File: config.mk
export PLATFORM = sky130hd
export DESIGN_NAME = gmii_frame_gen
export DESIGN_NICKNAME = d
export VERILOG_FILES = /design/src/rtl/gmii_frame_gen_pkg.sv /design/src/rtl/gmii_frame_gen_crc32_step.sv /design/src/rtl/gmii_frame_gen.sv
export SDC_FILE = /design/constraint.sdc
export NUM_CORES = 1
export LEC_CHECK = 0
export ABC_AREA = 0
export CAP_MARGIN = 40
export CORE_ASPECT_RATIO = 1.75
export CORE_MARGIN = 2
export CORE_UTILIZATION = 48
export CTS_BUF_LIST = sky130_fd_sc_hd__clkbuf_4 sky130_fd_sc_hd__clkbuf_8 sky130_fd_sc_hd__clkbuf_16
export DETAILED_ROUTE_END_ITERATION = 7
export PLACE_DENSITY_LB_ADDON = 0.3
export SLEW_MARGIN = 0
export SYNTH_ARGS = -nofsm -noshare
export SYNTH_HDL_FRONTEND = slang
export SYNTH_SLANG_ARGS = --single-unit
File: constraint.sdc
create_clock -name clk -period 14.8 [get_ports clk]
set_input_delay 2.22 -clock clk [delete_from_list [all_inputs] [get_ports clk]]
set_output_delay 2.22 -clock clk [all_outputs]
set_load 0.02 [all_outputs]
File: src/rtl/gmii_frame_gen_pkg.sv
// gmii_frame_gen_pkg
// Shared definitions for the GMII test-frame generator: FSM state encodings,
// fixed frame bytes, CRC32 constants and frame-section lengths.
package gmii_frame_gen_pkg;

    typedef logic [2:0] state_t;

    localparam state_t ST_IDLE     = 3'd0;
    localparam state_t ST_PREAMBLE = 3'd1;
    localparam state_t ST_SFD      = 3'd2;
    localparam state_t ST_HEADER   = 3'd3;
    localparam state_t ST_PAYLOAD  = 3'd4;
    localparam state_t ST_FCS      = 3'd5;
    localparam state_t ST_IFG      = 3'd6;

    localparam logic [7:0]  PREAMBLE_BYTE = 8'h55;
    localparam logic [7:0]  SFD_BYTE      = 8'hD5;
    localparam logic [31:0] CRC_POLY      = 32'hEDB88320;
    localparam logic [31:0] CRC_INIT      = 32'hFFFFFFFF;

    localparam logic [10:0] MIN_PAYLOAD = 11'd46;
    localparam logic [10:0] MAX_PAYLOAD = 11'd1500;

    localparam int PREAMBLE_LEN = 7;
    localparam int HDR_LEN      = 14;
    localparam int FCS_LEN      = 4;

    function automatic logic [10:0] clamp_len(input logic [10:0] len);
        logic [10:0] r;
        r = len;
        if (len < MIN_PAYLOAD) r = MIN_PAYLOAD;
        else if (len > MAX_PAYLOAD) r = MAX_PAYLOAD;
        return r;
    endfunction

endpackage

File: src/rtl/gmii_frame_gen_crc32_step.sv
// gmii_crc32_step
// Combinational Ethernet CRC32 update for one byte, reflected form,
// data consumed LSB first.
//   crc_in  [31:0]  running CRC register value
//   data    [7:0]   byte to fold in
//   crc_out [31:0]  CRC register after the byte
module gmii_crc32_step
    import gmii_frame_gen_pkg::*;
(
    input  logic [31:0] crc_in,
    input  logic [7:0]  data,
    output logic [31:0] crc_out
);

    always_comb begin
        logic [31:0] c;
        c = crc_in;
        for (int i = 0; i < 8; i++) begin
            if (c[0] ^ data[i]) c = (c >> 1) ^ CRC_POLY;
            else                c = c >> 1;
        end
        crc_out = c;
    end

endmodule

File: src/rtl/gmii_frame_gen.sv
// gmii_frame_gen
// GMII Ethernet test-frame transmitter: preamble/SFD, fixed header,
// sequence-numbered counting payload, CRC32 FCS and inter-frame gap.
//   clk          GMII byte clock
//   rst          synchronous active-high reset
//   clk_enable   byte-time qualifier; all state advances only when 1
//   start        frame request (queues one frame if already busy)
//   payload_len  payload byte count, clamped to 46..1500 at acceptance
//   gmii_txd     transmit data
//   gmii_tx_en   transmit enable
//   gmii_tx_er   transmit error, tied low
//   busy         acceptance through last IFG byte-time
//   frame_done   one-cycle pulse alongside the last FCS byte
//   frames_sent  completed frame count (wraps)
//
// state    | meaning
// ---------+--------------------------------------------------
// IDLE     | waiting for start, line idle
// PREAMBLE | driving 7 x 0x55
// SFD      | driving 0xD5, CRC reloaded
// HEADER   | driving DST_MAC, SRC_MAC, ETHERTYPE
// PAYLOAD  | driving seq (4 bytes BE) then counting bytes
// FCS      | driving ~crc, least significant byte first
// IFG      | IFG_CYCLES idle byte-times, then next frame or IDLE
//
// The state register names the section of the byte currently on gmii_txd;
// cnt is a down-counter of bytes still to come in that section.
module gmii_frame_gen
    import gmii_frame_gen_pkg::*;
#(
    parameter logic [47:0] DST_MAC    = 48'hFFFF_FFFF_FFFF,
    parameter logic [47:0] SRC_MAC    = 48'h02_00_00_00_00_01,
    parameter logic [15:0] ETHERTYPE  = 16'h88B5,
    parameter int          IFG_CYCLES = 12
) (
    input  logic        clk,
    input  logic        rst,
    input  logic        clk_enable,
    input  logic        start,
    input  logic [10:0] payload_len,
    output logic [7:0]  gmii_txd,
    output logic        gmii_tx_en,
    output logic        gmii_tx_er,
    output logic        busy,
    output logic        frame_done,
    output logic [31:0] frames_sent
);

    localparam logic [111:0] HDR_BITS = {DST_MAC, SRC_MAC, ETHERTYPE};
    localparam logic [10:0]  PRE_LAST = 11'(PREAMBLE_LEN - 1);
    localparam logic [10:0]  HDR_LAST = 11'(HDR_LEN - 1);
    localparam logic [10:0]  FCS_LAST = 11'(FCS_LEN - 1);
    localparam logic [10:0]  IFG_LAST = 11'(IFG_CYCLES - 1);

    state_t      state;
    logic [10:0] cnt;
    logic [10:0] pay_idx;
    logic [10:0] len_q;
    logic [31:0] seq_q;
    logic [31:0] crc_q;
    logic        pending;

    state_t      nxt_state;
    logic [10:0] nxt_cnt;
    logic [10:0] nxt_pay_idx;
    logic [7:0]  nxt_txd;
    logic        nxt_tx_en;
    logic        nxt_done;
    logic        load_frame;
    logic [31:0] crc_step_out;

    // Header byte selected by the remaining-bytes count of the HEADER section.
    function automatic logic [7:0] hdr_byte(input logic [10:0] remaining);
        int           idx;
        logic [111:0] sh;
        idx = int'(HDR_LAST) - int'(remaining);
        sh  = HDR_BITS << (8 * idx);
        return sh[111:104];
    endfunction

    function automatic logic [7:0] payload_byte(input logic [10:0] idx,
                                                input logic [31:0] seq);
        logic [31:0] sh;
        logic [10:0] off;
        sh  = seq << (8 * int'(idx[1:0]));
        off = idx - 11'd4;
        if (idx < 11'd4) return sh[31:24];
        return off[7:0];
    endfunction

    function automatic logic [7:0] fcs_byte(input logic [10:0] remaining,
                                            input logic [31:0] crc);
        int          idx;
        logic [31:0] sh;
        idx = int'(FCS_LAST) - int'(remaining);
        sh  = ~crc >> (8 * idx);
        return sh[7:0];
    endfunction

    gmii_crc32_step u_crc_step (
        .crc_in  (crc_q),
        .data    (nxt_txd),
        .crc_out (crc_step_out)
    );

    always_comb begin
        nxt_state   = state;
        nxt_cnt     = cnt;
        nxt_pay_idx = pay_idx;
        nxt_done    = 1'b0;
        load_frame  = 1'b0;
        nxt_txd     = 8'h00;
        nxt_tx_en   = 1'b0;

        case (state)
            ST_IDLE: begin
                if (start) begin
                    load_frame = 1'b1;
                    nxt_state  = ST_PREAMBLE;
                    nxt_cnt    = PRE_LAST;
                end
            end
            ST_PREAMBLE: begin
                if (cnt != 11'd0) begin
                    nxt_cnt = cnt - 11'd1;
                end else begin
                    nxt_state = ST_SFD;
                    nxt_cnt   = 11'd0;
                end
            end
            ST_SFD: begin
                nxt_state = ST_HEADER;
                nxt_cnt   = HDR_LAST;
            end
            ST_HEADER: begin
                if (cnt != 11'd0) begin
                    nxt_cnt = cnt - 11'd1;
                end else begin
                    nxt_state   = ST_PAYLOAD;
                    nxt_cnt     = len_q - 11'd1;
                    nxt_pay_idx = 11'd0;
                end
            end
            ST_PAYLOAD: begin
                if (cnt != 11'd0) begin
                    nxt_cnt     = cnt - 11'd1;
                    nxt_pay_idx = pay_idx + 11'd1;
                end else begin
                    nxt_state = ST_FCS;
                    nxt_cnt   = FCS_LAST;
                end
            end
            ST_FCS: begin
                if (cnt != 11'd0) begin
                    nxt_cnt  = cnt - 11'd1;
                    nxt_done = (cnt == 11'd1);
                end else begin
                    nxt_state = ST_IFG;
                    nxt_cnt   = IFG_LAST;
                end
            end
            ST_IFG: begin
                if (cnt != 11'd0) begin
                    nxt_cnt = cnt - 11'd1;
                end else if (pending || start) begin
                    load_frame = 1'b1;
                    nxt_state  = ST_PREAMBLE;
                    nxt_cnt    = PRE_LAST;
                end else begin
                    nxt_state = ST_IDLE;
                    nxt_cnt   = 11'd0;
                end
            end
            default: begin
                nxt_state = ST_IDLE;
                nxt_cnt   = 11'd0;
            end
        endcase

        // Output byte is derived from where the FSM is going, so it lands in
        // the output register on the same edge as the state change.
        case (nxt_state)
            ST_PREAMBLE: begin
                nxt_txd   = PREAMBLE_BYTE;
                nxt_tx_en = 1'b1;
            end
            ST_SFD: begin
                nxt_txd   = SFD_BYTE;
                nxt_tx_en = 1'b1;
            end
            ST_HEADER: begin
                nxt_txd   = hdr_byte(nxt_cnt);
                nxt_tx_en = 1'b1;
            end
            ST_PAYLOAD: begin
                nxt_txd   = payload_byte(nxt_pay_idx, seq_q);
                nxt_tx_en = 1'b1;
            end
            ST_FCS: begin
                nxt_txd   = fcs_byte(nxt_cnt, crc_q);
                nxt_tx_en = 1'b1;
            end
            default: begin
                nxt_txd   = 8'h00;
                nxt_tx_en = 1'b0;
            end
        endcase
    end

    assign gmii_tx_er = 1'b0;

    always_ff @(posedge clk) begin
        if (rst) begin
            state       <= ST_IDLE;
            cnt         <= 11'd0;
            pay_idx     <= 11'd0;
            len_q       <= MIN_PAYLOAD;
            seq_q       <= 32'd0;
            crc_q       <= CRC_INIT;
            pending     <= 1'b0;
            gmii_txd    <= 8'h00;
            gmii_tx_en  <= 1'b0;
            busy        <= 1'b0;
            frame_done  <= 1'b0;
            frames_sent <= 32'd0;
        end else if (clk_enable) begin
            state      <= nxt_state;
            cnt        <= nxt_cnt;
            pay_idx    <= nxt_pay_idx;
            gmii_txd   <= nxt_txd;
            gmii_tx_en <= nxt_tx_en;
            busy       <= (nxt_state != ST_IDLE);
            frame_done <= nxt_done;
            if (nxt_done) frames_sent <= frames_sent + 32'd1;

            // A start during an active frame is remembered once; a start
            // landing on the last IFG byte-time is taken directly instead.
            if (load_frame) begin
                len_q   <= clamp_len(payload_len);
                seq_q   <= frames_sent;
                pending <= 1'b0;
            end else if (start && state != ST_IDLE) begin
                pending <= 1'b1;
            end

            if (nxt_state == ST_SFD) begin
                crc_q <= CRC_INIT;
            end else if (nxt_state == ST_HEADER || nxt_state == ST_PAYLOAD) begin
                crc_q <= crc_step_out;
            end
        end else begin
            frame_done <= 1'b0;
        end
    end

endmodule

==> metrics.txt, run 1 <==
Synth top area share 32.5%; Post-Synthesis Cell Area 0.00887 mm²; RR Endpoint crc_q[20]$_SDFFE_PP1P_; IO Port Bufs 57; synth warn 0; worst setup margin 7.56 ns; layout cells sized above 1 8.08%; CTS tree yes; Req. time, crit path 15.09 ns; WHS Endpoint seq_q[12]$_SDFFE_PP0P_; Routed Antenna Nets 0; first-pass GRT wire length 40.9 mm; Final Total Pwr 1.55 mW; DRC viols 0; filler cell count 1684; Fin Setup TNS 0 ns; vias in the first global route 7945; Hold Crit Start seq_q[12]$_SDFFE_PP0P_; Synth cell types 82; row count 65; clock buffer depth 2; WHS 0.451 ns; asr flop ratio synth 0%; ANT cells 0; Clock Skew 0.00971 ns; io pins 59; gr ovfl total 0; Reg area 0.00288 mm²; DP HPWL 17.8 mm; post-layout util 56.7%; Area growth, synth to finish 15.4%; period utilization 48.9%; Iter 0 DRT Violations 645; cells after synthesis 1094; Crit. Startpoint start; Pleak 3.67 nW; DRT Wirelength 24.9 mm; total core area 0.0181 mm²; Reg2Reg Setup Slack 8.49 ns; Max Freq 138 MHz; crit path capture type flip-flop; Global Route Usage Sum 26.4%; setup repair bufs after CTS 0; CTS Buf Count 17; Final min period 7.24 ns; unrepaired setup endpoints after global routing no; Via-to-Cell Ratio 6.01; Tightest Pin Transition 0.896 ns; area of the multi-input gates 0.00563 mm²; Nets 1142; # setup viols final 0; count of state elements after synthesis 144; routability congestion estimate 0.976; initial cell density of the core 49.2%; Arr. time, crit path 7.52 ns; dpl ws 7.18 ns; clock-pin slew on the worst setup and hold paths 0.06 ns; clock sink count 144; Cell Pwr Density 151 mW/mm²; most common cell in the netlist dfxtp_1; Avg Inst Size Synth 8.11 µm²; number of flops mapped to enable cells by yosys 0; Post-CTS Resized 0; Slew headroom 40.2%; wire per inst 18.3 µm; MaxCap Viol Count 0; Critical Path Source Type primary input; Die ar. 0.0196 mm²; final hold vios 0; syn_nets 1122; largest net degree at the start of global routing 77; CTS Root Cell clkbuf_16; commonest cells in the netlist dfxtp_1, nand2_1, nor2_1; via count 8179; hold_buf cts 0; predominant post-synthesis flop cell dfxtp_1; Synth area leaders dfxtp_1, xnor2_1, nand2_1, a21oi_1, nor2_1; Die H 184 µm; launching point of the worst reg2reg path cnt[1]$_SDFFE_PP0P_; initial antenna violation count 0; Pre-antenna DRT Iters 6; Pins Over Slew Limit 0; Crit Path Category in2reg; maximum fanout along the worst path 12; R2R depth 16; Max IR drop VDD 0.102 mV; Worst-Skew Late Latency 0.44 ns; Hold Path Depth 2; cell taking the most area after synthesis dfxtp_1; worst hold path type reg2reg; outcome completed; die width 107 µm; sequential area share after synthesis 32.5%; htree depth 4
-- where the power goes --
group | switching [mW] | internal [mW] | total [mW] | leakage, nW
combinational | 0.320 | 0.284 | 0.604 | 2.17
clock | 0.167 | 0.318 | 0.485 | 0.325
sequential | 0.0395 | 0.418 | 0.458 | 1.17
total | 0.527 | 1.02 | 1.55 | 3.67
-- worst max-delay path: stages --
cell and delay, ns:
clkdlybuf4s50_1 0.62, nor2_1 0.25, nand4_1 0.14, a211oi_1 0.45
o21a_1 0.51, inv_1 0.21, ha_1 0.40, or2_2 0.13
o31ai_1 0.10, nor4_1 0.54, a21oi_1 0.07, o21ai_0 0.10
a32oi_1 0.19, xnor2_2 0.56, xnor2_1 0.31, xnor3_1 0.45
xnor2_1 0.17, a21oi_1 0.08
-- flip-flops by register name, summed over array words and instances, names as in the netlist --
register     cells
cnt             11
busy             1
pending          1
frames_sent     32
crc_q           32
len_q           11
seq_q           32
state            3
pay_idx         11
frame_done       1
gmii_txd         8
gmii_tx_en       1
-- layout by cell type (no fill, tap or decap), drive strengths merged, types with 24 or more instances in the layout --
master	netlist	final
dfxtp	144	144
nand2	126	126
nor2	110	110
a21oi	84	84
xnor2	64	64
clkdlybuf4s50	0	55
o21ai	39	39
mux2i	38	38
xor2	33	33
nand3	31	31
nor3	24	24
a211oi	24	24
-- worst max path at each step --
stage                                  end  slack (ns)  cells past startpoint
floorplan           crc_q[20]$_SDFFE_PP1P_        8.69                     18
global placement    crc_q[19]$_SDFFE_PP1P_        7.30                     18
detailed placement  crc_q[19]$_SDFFE_PP1P_        7.18                     18
CTS                 crc_q[19]$_SDFFE_PP1P_        7.65                     18
global route        crc_q[23]$_SDFFE_PP1P_        7.22                     18
finish              crc_q[19]$_SDFFE_PP1P_        7.56                     18
-- metal layers --
layer | part of all wire, % | wire (µm) | track usage (%)
met1 | 38 | 9570 | 29.3
met2 | 51 | 12700 | 46.4
met3 | 4.8 | 1200 | 4.71
met4 | 5.7 | 1420 | 15.8
met5 | 0 | 0 | 0
-- area by class of cell --
class                           count  share of cell area [%]
Tap cell                          234                    2.86
Inverter                           22                   0.806
Clock buffer                       23                    4.78
Sequential cell                   144                    28.1
Clock inverter                      8                    1.71
Multi-Input combinational cell    857                    55.0
Timing Repair Buffer               72                    6.70
-- cells by family (layout without fill, tap and decap cells) --
group / count (synthesis) / count (layout) / synth area share, %
and+or+nand+nor: 434 / 434 / 24.2
muxes: 47 / 47 / 5.43
AOI/OAI and AO/OA: 257 / 257 / 19.2
DFF: 144 / 144 / 32.5
adders and majority gates: 13 / 13 / 1.83
buffers and inverters: 93 / 125 / 4.19
xor gates and xnor gates: 105 / 105 / 12.6
other: 1 / 1 / 0.0423
-- metrics by stage --
stage | area, µm² | instances
6_report | 10200 | 1360
5_1_grt | 10200 | 1360
4_1_cts | 10200 | 1360
3_5_place_dp | 9580 | 1329
3_3_place_gp | 9540 | 1326
2_1_floorplan | 8870 | 1094
Note: power is estimated with default switching activity, not from simulation.
==> run 2: changes to the inputs <==
Clock period 14.8 ns to 6.2 ns, I/O delays scaled along.
==> metrics.txt, run 2 (synthesized netlist as in run 1, its figures left out) <==
Post-CTS Resized 0; filler cell count 1697; outcome completed; Crit. Startpoint cnt[1]$_SDFFE_PP0P_; CTS Buf Count 17; Req. time, crit path 6.53 ns; CP endpoint crc_q[23]$_SDFFE_PP1P_; Critical Path Source Type flip-flop; worst hold path type reg2reg; Crit Path Category reg2reg; unrepaired setup endpoints after global routing no; crit path capture type flip-flop; crit path buf inv count 5; final instance area 0.0103 mm²; launching point of the worst reg2reg path cnt[1]$_SDFFE_PP0P_; IO Port Bufs 57; hold_buf cts 0; clock-pin slew on the worst setup and hold paths 0.06 ns; WHS 0.453 ns; Clock Skew 0.0134 ns; Stages on worst setup path 21; final hold vios 0; total core area 0.0181 mm²; ANT cells 0; Area growth, synth to finish 16.6%; wire per inst 18.6 µm; die width 107 µm; CTS Root Cell clkbuf_16; R2R depth 21; Slowest cell on crit path or3b_1; Fin Setup TNS 0 ns; via count 8308; Global Route Usage Sum 26.8%; Pleak 3.74 nW; Cell Pwr Density 357 mW/mm²; post-layout util 57.3%; Tightest Pin Transition 0.877 ns; gr ovfl total 0; # setup viols final 0; dpl ws 0.407 ns; setup repair bufs after CTS 0; Arr. time, crit path 5.93 ns; period utilization 90.4%; Final min period 5.60 ns; Via-to-Cell Ratio 6.02; Die ar. 0.0196 mm²; io pins 59; layout cells sized above 1 9.76%; Reg2Reg Setup Slack 0.60 ns; largest net degree at the start of global routing 66; htree depth 4; initial antenna violation count 0; DP HPWL 18.8 mm; RR Endpoint crc_q[23]$_SDFFE_PP1P_; routability congestion estimate 0.950; leading cell type in the layout, fill and taps excluded dfxtp_1; vias in the first global route 8014; MaxCap Viol Count 0; commonest cells after routing, fill and taps aside dfxtp_1, nand2_1, nor2_1; Die H 184 µm; clock sink count 144; Regs by FF count crc_q x32, frames_sent x32, seq_q x32; DRT Wirelength 25.8 mm; Worst-Skew Late Latency 0.44 ns; Pins Over Slew Limit 0; CTS tree yes; DRC viols 0; placed instance area 0.00973 mm²; worst setup margin 0.595 ns; Crit path top cell by count inv_1; largest stage delay on the critical path 0.60 ns; Iter 0 DRT Violations 589; Nets 1162; Slew headroom 41.3%; Pre-antenna DRT Iters 6; initial cell density of the core 49.2%; CP top delay family compound AO/OA/AOI/OAI gates; first-pass GRT wire length 41.4 mm; row count 65; clock buffer depth 2; Max IR drop VDD 0.255 mV; Max Freq 178 MHz; cells along the critical path inv_1 -> ha_1 -> or3b_1 -> nor3_4 -> inv_1 -> buf_4 -> a22o_1 -> inv_1 -> ha_1 -> inv_1 -> a221oi_1 -> nand2_1 -> a211oi_1 -> nand2_1 -> a211o_1 -> a31oi_4 -> xnor2_4 -> xnor2_4 -> xnor2_2 -> xnor3_1 -> o22a_1; maximum fanout along the worst path 14; Routed Antenna Nets 0
[run 2: cell count changes in the layout (fill, tap and decap cells not counted)]
cell	previous run	this run
clkinv_4	0	2
bufinv_16	5	2
clkbuf_8	3	5
clkinvlp_4	1	3
inv_6	2	0
buf_4	14	34
[run 2: metal layers]
| metal | vias to the layer above | routed length [µm] | global-route usage, % |
|---|---|---|---|
| met5 | - | 0 | 0 |
| met4 | 0 | 1530 | 16.7 |
| met3 | 101 | 1260 | 5.28 |
| met2 | 293 | 13400 | 48.4 |
| met1 | 3921 | 9590 | 27.9 |
| li1 | 3993 | - | - |
[run 2: how the worst min path moves through the flow]
stage	from	end	slack, ns	cells past startpoint
2_1_floorplan	seq_q[10]$_SDFFE_PP0P_	seq_q[10]$_SDFFE_PP0P_	0.43	2
3_3_place_gp	seq_q[12]$_SDFFE_PP0P_	seq_q[12]$_SDFFE_PP0P_	0.44	2
3_5_place_dp	seq_q[14]$_SDFFE_PP0P_	seq_q[14]$_SDFFE_PP0P_	0.45	2
4_1_cts	seq_q[14]$_SDFFE_PP0P_	seq_q[14]$_SDFFE_PP0P_	0.46	2
5_1_grt	seq_q[0]$_SDFFE_PP0P_	seq_q[0]$_SDFFE_PP0P_	0.48	2
6_report	seq_q[14]$_SDFFE_PP0P_	seq_q[14]$_SDFFE_PP0P_	0.45	2
[run 2: worst min-delay path: stages, from the launching register on]
cell and delay (ns):
dfxtp_1 0.30, nand2_1 0.05, a21oi_1 0.05
[run 2: metrics by stage]
step                cells  power (mW)
floorplan            1094        2.24
global placement     1346        2.58
detailed placement   1349        2.61
CTS                  1381        3.69
global route         1381        3.85
finish               1381        3.69
[run 2: cell type report]
type / instances / area (µm²) / area share [%]
clock inverters: 7 / 100 / 0.968
multi-input cells: 857 / 5630 / 54.5
repair buffers: 92 / 836 / 8.08
inverters: 22 / 82.6 / 0.798
well taps: 234 / 293 / 2.83
clock buffers: 25 / 517 / 5.00
flip-flops and latches: 144 / 2880 / 27.9
[run 2: power by group]
part | switching [mW] | internal, mW | leakage [nW]
logic | 0.811 | 0.727 | 2.27
registers | 0.0896 | 0.998 | 1.17
clock network | 0.402 | 0.660 | 0.296
total | 1.30 | 2.39 | 3.74
==> run 3: changes to the inputs <==
Settings changed: DONT_BUFFER_PORTS set to 1.
==> metrics.txt, run 3 (synthesized netlist as in run 1, its figures left out) <==
# setup viols final 0; Max IR drop VDD 0.250 mV; Routed Antenna Nets 0; Cell Pwr Density 371 mW/mm²; worst setup margin 0.432 ns; Crit Path Category reg2reg; CTS Buf Count 17; MaxCap Viol Count 0; Pins Over Slew Limit 0; final hold vios 0; Global Route Usage Sum 26.6%; post-layout util 53.6%; worst hold path type reg2reg; routability congestion estimate 0.973; Req. time, crit path 6.52 ns; initial antenna violation count 0; Area growth, synth to finish 9.07%; io pins 59; Slew headroom 44.1%; Final min period 5.77 ns; maximum fanout along the worst path 13; CTS Root Cell clkbuf_16; IO Port Bufs 0; cells along the critical path or4_4 -> nor3_4 -> inv_1 -> a22o_1 -> inv_1 -> ha_1 -> o31ai_1 -> nor4_1 -> a21o_1 -> a21oi_1 -> a31oi_1 -> xnor2_2 -> xnor2_1 -> xor3_1 -> xnor3_1 -> o22a_1; DP HPWL 18.6 mm; wire per inst 19.4 µm; vias in the first global route 7787; outcome completed; htree depth 4; Slowest cell on crit path or4_4; DRC viols 0; clock buffer depth 2; die width 107 µm; final instance area 0.00968 mm²; clock-pin slew on the worst setup and hold paths 0.06 ns; Hold Path Depth 2; Die ar. 0.0196 mm²; Iter 0 DRT Violations 578; Worst-Skew Late Latency 0.44 ns; Pleak 3.49 nW; total core area 0.0181 mm²; leading cell type in the layout, fill and taps excluded dfxtp_1; largest stage delay on the critical path 0.66 ns; R2R depth 16; DRT Wirelength 25.4 mm; ANT cells 0; largest net degree at the start of global routing 126; Die H 184 µm; Regs by FF count crc_q x32, frames_sent x32, seq_q x32; setup repair bufs after CTS 0; Fin Setup TNS 0 ns; first-pass GRT wire length 40.8 mm; dpl ws 0.297 ns; CTS tree yes; placed instance area 0.00907 mm²; Max Freq 173 MHz; Post-CTS Resized 0; via count 7975; hold_buf cts 0; Pre-antenna DRT Iters 5; Arr. time, crit path 6.09 ns; Tightest Pin Transition 0.831 ns; Critical Path Source Type flip-flop; commonest cells after routing, fill and taps aside dfxtp_1, nand2_1, nor2_1; initial cell density of the core 49.2%; layout cells sized above 1 9.18%; period utilization 93.0%; filler cell count 1748; unrepaired setup endpoints after global routing no; row count 65; clock sink count 144; crit path capture type flip-flop; Via-to-Cell Ratio 6.08; gr ovfl total 0; Clock Skew 0.00836 ns; Crit path top cell by count inv_1; Nets 1093
-- run 3: cell count changes in the layout (fill, tap and decap cells not counted), sizes merged, moves of 2 or more --
cell           change
clkinv             +3
clkbuf             -2
clkinvlp           -2
buf               -13
clkdlybuf4s50     -55
-- run 3: path summary, 6_finish.rpt --
kind / end / slack, ns / from
worst min register to register: seq_q[31]$_SDFFE_PP0P_ / 0.45 / seq_q[31]$_SDFFE_PP0P_
worst max register to register: crc_q[20]$_SDFFE_PP1P_ / 0.43 / cnt[4]$_SDFFE_PP0P_
worst max-delay path: crc_q[20]$_SDFFE_PP1P_ / 0.43 / cnt[4]$_SDFFE_PP0P_
worst min-delay path: seq_q[31]$_SDFFE_PP0P_ / 0.45 / seq_q[31]$_SDFFE_PP0P_
-- run 3: metrics by stage --
step | hold WS (ns) | total power [mW] | instances
5_1_grt | 0.478 | 3.75 | 1312
3_5_place_dp | 0.444 | 2.53 | 1280
6_report | 0.454 | 3.59 | 1312
4_1_cts | 0.452 | 3.58 | 1312
2_1_floorplan | 0.432 | 2.24 | 1094
3_3_place_gp | 0.438 | 2.52 | 1278
-- run 3: area by class of cell --
cell class              instances  area, µm²  area share, %
multi-input cells             857       5640           58.3
clock buffers                  23        495           5.12
clock inverters                 9        105           1.09
well taps                     234        293           3.02
inverters                      22       82.6          0.853
flip-flops and latches        144       2880           29.8
repair buffers                 23        180           1.86
-- run 3: critical path: cells and delay by family, from the launching register on --
kind            cells  cell delay [ns]
buf+inv             2             0.46
xor+xnor            4             1.33
compound gates      6             1.73
flops               1             0.42
simple gates        3             1.41
fa+ha+maj           1             0.31
-- run 3: report_power, final --
part	total (mW)	internal [mW]	switching [mW]
registers	1.10	0.998	0.104
clock network	1.04	0.642	0.398
logic	1.45	0.681	0.765
-- run 3: layer usage --
layer | global-route usage [%] | share of wire, %
met5 | 0 | 0
met4 | 15.4 | 5.7
met3 | 5.21 | 4.5
met2 | 47.9 | 52
met1 | 28.4 | 37
